$ cat src/rtl/adat_rx_frame_buffer.sv
// rtl/adat_rx_frame_buffer.sv - assembles parser channel words into atomic 8-channel ADAT frames
//
// Collects ch0..ch7 words from the frame parser into a shadow store and
// publishes the whole frame in one cycle when ch7 arrives in order.
// Out-of-order words, aborted partial frames and sync loss raise a
// one-cycle error strobe. A lock flag asserts after LOCK_FRAMES
// consecutive good frames.
//
// Ports:
//   i_clk          system clock
//   i_rst          synchronous active-high reset
//   i_user         user nibble, meaningful alongside channel 0
//   i_data         24-bit sample word
//   i_channel      channel index of i_data
//   i_data_valid   one-cycle strobe qualifying i_data/i_channel
//   i_sync         upstream sync; low means the stream is invalid
//   o_frame_data   last complete frame, channel k at [24*k +: 24]
//   o_user         user nibble of the frame in o_frame_data
//   o_frame_valid  one-cycle strobe: new frame presented
//   o_frame_error  one-cycle strobe: partial/out-of-order frame discarded
//   o_locked       stream locked
//   o_frame_count  wrapping count of good frames
module adat_rx_frame_buffer #(
  parameter int LOCK_FRAMES = 2,
  parameter int COUNT_WIDTH = 16
) (
  input  logic                   i_clk,
  input  logic                   i_rst,
  input  logic [3:0]             i_user,
  input  logic [23:0]            i_data,
  input  logic [2:0]             i_channel,
  input  logic                   i_data_valid,
  input  logic                   i_sync,
  output logic [191:0]           o_frame_data,
  output logic [3:0]             o_user,
  output logic                   o_frame_valid,
  output logic                   o_frame_error,
  output logic                   o_locked,
  output logic [COUNT_WIDTH-1:0] o_frame_count
);

  localparam logic [3:0] LOCK_TARGET = LOCK_FRAMES[3:0];

  logic [23:0] shadow [7];
  logic [3:0]  shadow_user;
  logic [2:0]  exp;
  logic [3:0]  good;
  logic [3:0]  good_inc;
  logic        busy;

  assign busy = (exp != 3'd0);

  // Saturating lock counter value for when a frame completes.
  always_comb begin
    good_inc = good;
    if (good >= LOCK_TARGET) good_inc = LOCK_TARGET;
    else                     good_inc = good + 4'd1;
  end

  always_ff @(posedge i_clk) begin
    if (i_rst) begin
      for (int k = 0; k < 7; k++) shadow[k] <= '0;
      shadow_user   <= '0;
      exp           <= '0;
      good          <= '0;
      o_frame_data  <= '0;
      o_user        <= '0;
      o_frame_valid <= 1'b0;
      o_frame_error <= 1'b0;
      o_locked      <= 1'b0;
      o_frame_count <= '0;
    end else begin
      o_frame_valid <= 1'b0;
      o_frame_error <= 1'b0;
      if (!i_sync) begin
        // Sync loss wins over any word strobed in the same cycle.
        exp           <= '0;
        good          <= '0;
        o_locked      <= 1'b0;
        o_frame_error <= busy;
      end else if (i_data_valid) begin
        if (i_channel == exp) begin
          if (exp == 3'd7) begin
            for (int k = 0; k < 7; k++) o_frame_data[24*k +: 24] <= shadow[k];
            o_frame_data[24*7 +: 24] <= i_data;
            o_user        <= shadow_user;
            o_frame_valid <= 1'b1;
            o_frame_count <= o_frame_count + 1'b1;
            exp           <= '0;
            good          <= good_inc;
            o_locked      <= (good_inc == LOCK_TARGET);
          end else begin
            shadow[exp] <= i_data;
            if (exp == 3'd0) shadow_user <= i_user;
            exp <= exp + 3'd1;
          end
        end else begin
          o_frame_error <= 1'b1;
          good          <= '0;
          o_locked      <= 1'b0;
          if (i_channel == 3'd0) begin
            // A fresh ch0 aborts the partial frame and starts a new one.
            shadow[0]   <= i_data;
            shadow_user <= i_user;
            exp         <= 3'd1;
          end else begin
            exp <= '0;
          end
        end
      end
    end
  end

endmodule

$ cat config.mk
export PLATFORM = sky130hd
export DESIGN_NAME = adat_rx_frame_buffer
export DESIGN_NICKNAME = d
export VERILOG_FILES = /design/src/rtl/adat_rx_frame_buffer.sv
export SDC_FILE = /design/constraint.sdc
export NUM_CORES = 1
export LEC_CHECK = 0
export CORE_AREA = 2 2 167 169
export CTS_BUF_LIST = sky130_fd_sc_hd__clkbuf_4
export DETAILED_ROUTE_END_ITERATION = 10
export DIE_AREA = 0 0 169 171
export PLACE_DENSITY = 0.82
export SLEW_MARGIN = 40
export SYNTH_ARGS = -nofsm -noshare
export SYNTH_HDL_FRONTEND = slang
export SYNTH_SLANG_ARGS = --single-unit
$ cat constraint.sdc
create_clock -name i_clk -period 5.8 [get_ports i_clk]
set_input_delay 0.87 -clock i_clk [delete_from_list [all_inputs] [get_ports i_clk]]
set_output_delay 0.87 -clock i_clk [all_outputs]
set_load 0.02 [all_outputs]
# == Yosys cells after proc, flatten, opt, wreduce, memory -nomap -nowiden ==
# Memories as Yosys holds them, arrays and structs flattened. A register that Yosys moved wholly into a read port is not among the register bits.
# Index checks and enable logic that the tools add are counted.
# op_classes
n_eq_ne,6
n_reduce_logical,10
bitwise_logic,4
n_mux,34
magnitude_cmp,1
add_sub_neg,3
# op_table
cell,n
24-bit 2-to-1 mux,2
4-bit 2-to-1 mux,7
24-bit OR reduction,1
1-bit 2-to-1 mux,22
"16-bit by 1-bit adder with 16-bit output, second input constant",1
3-bit 2-to-1 mux,3
3-bit logical NOT,2
5-bit AND reduction,1
"4-bit by 1-bit adder with 4-bit output, second input constant",1
"4-bit by 2-bit == test with 1-bit output, second input constant",1
"4-bit by 2-bit greater-or-equal comparator with 1-bit output, second input constant",1
"2-bit by 1-bit inequality test with 1-bit output, second input constant",2
4-bit AND reduction,1
4-bit OR reduction,1
"3-bit by 1-bit adder with 3-bit output, second input constant",1
3-bit == test,1
"3-bit == test, second input constant",1
1-bit NOT,3
3-bit nonzero test,1
"2-bit inequality test, second input constant",1
2-bit AND reduction,1
2-bit nonzero test,1
2-bit OR reduction,1
1-bit bitwise OR,1
# totals
mem_count,1
output_inout_bits,215
register_bits,226
ram_bits,168
# memory_table
memory,words,word_bits,rd,rd_ports_with_merged_regs,wr,line,text
shadow,7,24,7,7,7,44,logic [23:0] shadow [7];

# == Depth between registers and ports, before layout ==
# Gate-level depths: netlist of the first run.
# depth
ltp_word,9
mapped_depth,9
mapped_depth_nobuf,6

# == Least setup slack after synthesis of the first run ==
# No wires, ideal clock.
# synth_path
path_kind,input -> register
startpoint,in i_channel[2]
endpoint,"mem shadow[5][0], enable pin"
arrival_time_ns,4.388
path_slack_ns,0.938
path_stages,4
required_ns,5.327
path_cell_list,buf_2 -> xor2_1 -> or4_1 -> o41ai_1
# synth_rtl
element,line,text
from (decl),31,"input logic [2:0] i_channel,"
to (decl),44,

==> flow_summary.ini, run 1 <==
[sta]
worst_pin_slew_ps = 823
setup_violations = 0
layout_worst_path_cycle_share = 0.596
setup-tns-final_ps = 0
fin_skew_ps = 64.8
timing.fmax_ghz = 0.289
rsz_0062_raised_after_global_routing = false
post-route-min-period_ps = 3460
timing_hold_violations_final = 0
report.final.slew_viol_count = 0
timing.slew.headroom = 0.452

[detailed_routing]
routed_wire_length_per_instance_um = 20.3
wl_um = 40300
vias = 11500
final_antenna_net_count = 0
first_pass_iters = 5
post-route-drc-count = 0
vias_per_cell = 5.79
drt_iter0_markers = 1199

[clocking]
post_cts_repair_resize_count = 0
cts_made_buffers = 94
cts.sink_count = 394
clk_path_buf_depth = 3
cts.root.buffer_cell = clkbuf_4
cts_max_level = 3
postCtsHoldBufs = 0
post_cts_buffers = 0
clkLatencyLatePin_ps = 730
tritoncts = done
worst_setup_hold_path_clk_slew_ps = 70

[global_routing]
grt_pass1_wl_um = 60000
globalRouteTotalUtil = 0.272
largest_net_degree_at_the_start_of_global_routing = 110
grt_overflow_total = 0
via_count_of_the_first_global_routing_pass = 10800
grt_antenna_before_repair = 4

[die]
die_width_um = 169
die-height_um = 171
initial_core_util = 0.540
row_count = 61
ioPinCount = 250
design.die.area_um2 = 28900
fp.coreArea_um2 = 27300

[power_and_ir_drop]
leakagePower_nw = 7.03
worst_ir_drop_vdd_mv = 0.158
p_clk_frac = 0.428
p_comb_frac = 0.032
power.density_nw_per_um2 = 289
power.share.switching = 0.226
power_switching_w = 0.00122
p_int_w = 0.00417
power_frac_seq = 0.541

[final_layout]
finish.instance_area_um2 = 18600
ff_latch_area_um2 = 9330
layout.filler_cells = 1953
layout-area-overhead-vs-synth_pct = 26.4
area_taken_by_multi_input_logic_gates_um2 = 4970
finalNetCount = 1606
drive_gt1_frac = 0.119

[outcome]
run_status = complete, no violations

[logic_synthesis]
synth_commonest_cells = 250 x dfxtp_1, 183 x nand2_1, 167 x a2bb2oi_1, 147 x and2_1, 144 x edfxtp_1
synth_async_sr_flop_share = 0
ys_warn_count = 0
yosys.area.top_type_share = 0.339
number_of_enable_flip_flop_cells_after_synthesis = 144
netlist-cell-type-count = 49
mappedNetlistArea_um2 = 14700
ys_ff_latch = 394
synthFlopType = dfxtp_1
synth.avg_cell_area_um2 = 11.2
most_instantiated_library_cell_after_synthesis = dfxtp_1
yosysSeqAreaShare = 0.633
synth.area.top_cells = dfxtp_1 34%, edfxtp_1 29%, a2bb2oi_1 9.9%, and2_1 6.2%, nand2_1 4.7%
syn_inst = 1311
synth_fp_nets = 1352
library_cell_occupying_the_most_area_in_the_post_synthesis_netlist = dfxtp_1

[placement]
gp_routability_congestion = 0.859
dpl.hpwl_um = 24900
io_buffer_count = 249
post_dp_cell_area_um2 = 17400

[critical_path]
worstPathMaxFanout = 25
type_of_element_capturing_the_critical_path = flip-flop
critical_path_arrival_ps = 3820
worstSetupStartpointType = input pin
regToRegSetupSlack_ps = 2620
worst_ep_required_time_ps = 6160
worstSetupPathType = in2reg

[job]
max_cap_violations = 0

[worst_hold_path]
min-delay-path-class = reg2reg
==> kinds of logic after synthesis <==
logic type | after synthesis | share of synthesized area
and+or+nand+nor | 468 | 0.166
DFF | 394 | 0.633
AOI/OAI and AO/OA | 319 | 0.155
buffers and inverters | 114 | 0.0339
xor gates and xnor gates | 6 | 0.00407
adders and majority gates | 6 | 0.00509
muxes | 4 | 0.00305
==> metrics by stage <==
step                std cells  total power (W)   util  worst slack [ps]  hold slack (ps)
detailed placement       1813          0.00314  0.635              1570              441
global route             1988          0.00557  0.682              2190              448
CTS                      1985          0.00542  0.681              2310              424
finish                   1988          0.00539  0.682              2340              437
floorplan                1311          0.00305      -               938              444
global placement         1812          0.00314  0.634              1610              437
==> flip-flops by register name (all words and copies together) (netlist names) <==
| name | cells |
|---|---|
| o_frame_data | 192 |
| shadow | 168 |
| o_frame_count | 16 |
| good | 4 |
| o_user | 4 |
| shadow_user | 4 |
| exp | 3 |
| o_frame_error | 1 |
| o_frame_valid | 1 |
| o_locked | 1 |
==> path summary, 6_finish.rpt <==
path / from / to / depth (start not counted)
min: shadow_user[1]$_SDFFE_PP0P_ / o_user[1]$_SDFFE_PP0P_ / 2
max: i_channel[2] / shadow[0][3]$_SDFFCE_PN0P_ / 5
min reg2reg: shadow_user[1]$_SDFFE_PP0P_ / o_user[1]$_SDFFE_PP0P_ / 2
max reg2reg: exp[0]$_SDFFE_PP0P_ / shadow[2][21]$_SDFFCE_PN0P_ / 5
==> power by group through the flow <==
stage	Sequential, W	Clock, W	Combinational (W)
finish	0.00291	0.00230	0.000171
global route	0.00291	0.00248	0.000176
CTS	0.00291	0.00234	0.000168
detailed placement	0.00297	0	0.000167
global placement	0.00297	0	0.000165
floorplan	0.00297	0	0.0000817
==> critical path, cell delays in order <==
cell and delay (ps):
clkdlybuf4s50_1 870, xor2_1 190, nor4_1 570, a22o_1 710, or2_2 590
==> layout make-up <==
class,instances,share of cell area
flip-flops and latches,394,0.501
multi-input cells,803,0.267
repair buffers,267,0.141
clock buffers,143,0.0576
well taps,346,0.0232
clock inverters,29,0.00980
inverters,5,0.00128
diodes,1,0.000134
==> placed cells by master, fill, tap and decap left out, types with 12 or more instances in the layout <==
master           count
nand3_1             67
buf_4               18
nand2_1            181
a2bb2oi_1          167
and2_1             146
dfxtp_1            250
clkdlybuf4s50_1    248
nor2_1              12
a21oi_1             74
clkbuf_4           143
clkinv_1            20
o21ai_0             57
edfxtp_1           144
==> layer usage <==
layer / share of wire / track usage
met5: 0 / 0
met4: 0.039 / 0.140
met3: 0.082 / 0.0569
met2: 0.48 / 0.443
met1: 0.39 / 0.345
Power figures use the tool's default switching activity.
==> inputs of run 2 (changes only) <==
==> constraint.sdc (replaced) <==
create_clock -name i_clk -period 3.5 [get_ports i_clk]
set_input_delay 0.525 -clock i_clk [delete_from_list [all_inputs] [get_ports i_clk]]
set_output_delay 0.525 -clock i_clk [all_outputs]
set_load 0.02 [all_outputs]
==> run 2 against run 1 <==
Non-clock buffer count up 4. Final cell count grew 0.30%. Clock-buffer cell count is 3 higher. Register-to-register slack got worse by 2000 ps. Sequential cell count stayed put. Core utilization up 0.23 points. Clock power grew 64%. First-iteration DRC count fell by 19%. Sequential share of layout area shrank 0.17 points. Sequential power rose by 66%. Clock skew is 18 ps lower. Cell area rose by 0.34%. Critical endpoint is now shadow[2][23]$_SDFFCE_PN0P_. Largest power group unchanged.
==> flow_summary.ini, run 2 (synthesis gave the netlist of run 1 again) <==
[clocking]
cts_made_buffers = 95
post_cts_buffers = 0
postCtsHoldBufs = 0
clkLatencyLatePin_ps = 730
cts.root.buffer_cell = clkbuf_4
cts_max_level = 3
cts.sink_count = 394
worst_setup_hold_path_clk_slew_ps = 70
clk_path_buf_depth = 3
post_cts_repair_resize_count = 0
tritoncts = done

[sta]
fin_skew_ps = 46.6
timing.slew.headroom = 0.411
rsz_0062_raised_after_global_routing = false
timing_hold_violations_final = 0
report.final.slew_viol_count = 0
worst_pin_slew_ps = 883
timing.fmax_ghz = 0.351
layout_worst_path_cycle_share = 0.813
setup-tns-final_ps = 0
setup_violations = 0
post-route-min-period_ps = 2850

[critical_path]
worstSetupPathType = reg2reg
worst_ep_required_time_ps = 3840
critical_path_arrival_ps = 3180
worstPathMaxFanout = 24
type_of_element_capturing_the_critical_path = flip-flop
worstSetupStartpointType = flip-flop

[global_routing]
globalRouteTotalUtil = 0.274
via_count_of_the_first_global_routing_pass = 10900
grt_pass1_wl_um = 60600
grt_overflow_total = 0
largest_net_degree_at_the_start_of_global_routing = 168
grt_antenna_before_repair = 4

[die]
die-height_um = 171
ioPinCount = 250
row_count = 61
initial_core_util = 0.540
design.die.area_um2 = 28900
fp.coreArea_um2 = 27300
die_width_um = 169

[final_layout]
area_taken_by_multi_input_logic_gates_um2 = 4960
finalCoreUtilization = 0.684
finish.instance_area_um2 = 18700
largest_register_ff_count = 192
ff_latch_area_um2 = 9330
drive_gt1_frac = 0.123
layout_commonest_cell = dfxtp_1
finalNetCount = 1611
layout.filler_cells = 1992
layout-area-overhead-vs-synth_pct = 26.8
layout.cells.non_filler = 1994
largest_register = o_frame_data
layout.cells.most_common_list = 250 x dfxtp_1, 248 x clkdlybuf4s50_1, 181 x nand2_1, 167 x a2bb2oi_1
largestRegisters = o_frame_data (192), shadow (168), o_frame_count (16)

[detailed_routing]
wl_um = 40300
routed_wire_length_per_instance_um = 20.2
vias = 11400
first_pass_iters = 8
drt_iter0_markers = 970
final_antenna_net_count = 0
vias_per_cell = 5.74
post-route-drc-count = 0

[placement]
gp_routability_congestion = 0.869
io_buffer_count = 249
dpl.hpwl_um = 24400
placed_cells_incl_taps = 1819
post_dp_cell_area_um2 = 17400

[worst_hold_path]
min-delay-path-class = in2reg

[power_and_ir_drop]
finalPower_w = 0.00889
leakagePower_nw = 7.12
power.density_nw_per_um2 = 475
worst_ir_drop_vdd_mv = 0.264

[job]
max_cap_violations = 0

[outcome]
run_status = complete, no violations
## run 2: cell count changes in the layout (fill, tap and decap cells not counted), moves of 2 or more
cell / before / now
buf_12: 0 / 4
clkbuf_4: 143 / 146
nand2_4: 0 / 2
clkinv_1: 20 / 18
nand2_8: 2 / 0
## run 2: path summary, 6_finish.rpt
check / from / to / slack (ps) / depth (start not counted)
setup / recovery: exp[0]$_SDFFE_PP0P_ / shadow[2][23]$_SDFFCE_PN0P_ / 650 / 5
hold / removal: i_user[3] / shadow_user[3]$_SDFFE_PP0P_ / 430 / 3
setup reg to reg: exp[0]$_SDFFE_PP0P_ / shadow[2][23]$_SDFFCE_PN0P_ / 650 / 5
hold reg to reg: o_frame_data[58]$_SDFFE_PP0P_ / o_frame_data[58]$_SDFFE_PP0P_ / 450 / 2
## run 2: critical path, cell delays in order, from the launching register on
cell,delay (ps)
dfxtp_1,420
ha_1,260
ha_1,270
or4_4,640
nor4b_4,360
or2_2,520
## run 2: final cells by class
cell class | instances | share of cell area
Multi-Input combinational cell | 803 | 0.265
Clock buffer | 146 | 0.0586
Antenna cell | 2 | 0.000268
Tap cell | 346 | 0.0232
Inverter | 5 | 0.00114
Timing Repair Buffer | 271 | 0.145
Sequential cell | 394 | 0.499
Clock inverter | 27 | 0.00796
## run 2: layer usage
layer | global-route usage | routed length (um)
met5 | 0 | 13
met2 | 0.441 | 19400
met4 | 0.133 | 1510
met1 | 0.351 | 16200
met3 | 0.0655 | 3280
## run 2: metrics by stage
stage | hold WS (ps) | setup slack (ps)
floorplan | 444 | 110
global placement | 437 | 430
detailed placement | 442 | 368
CTS | 381 | 663
global route | 408 | 488
finish | 434 | 654
## run 2: where the power goes
group	total [W]	switching (W)	internal (W)	leakage, nW
registers	0.00482	0.0000224	0.00480	3.49
clock network	0.00378	0.00179	0.00198	0.739
logic	0.000292	0.000201	0.0000905	2.89
total	0.00889	0.00202	0.00687	7.12
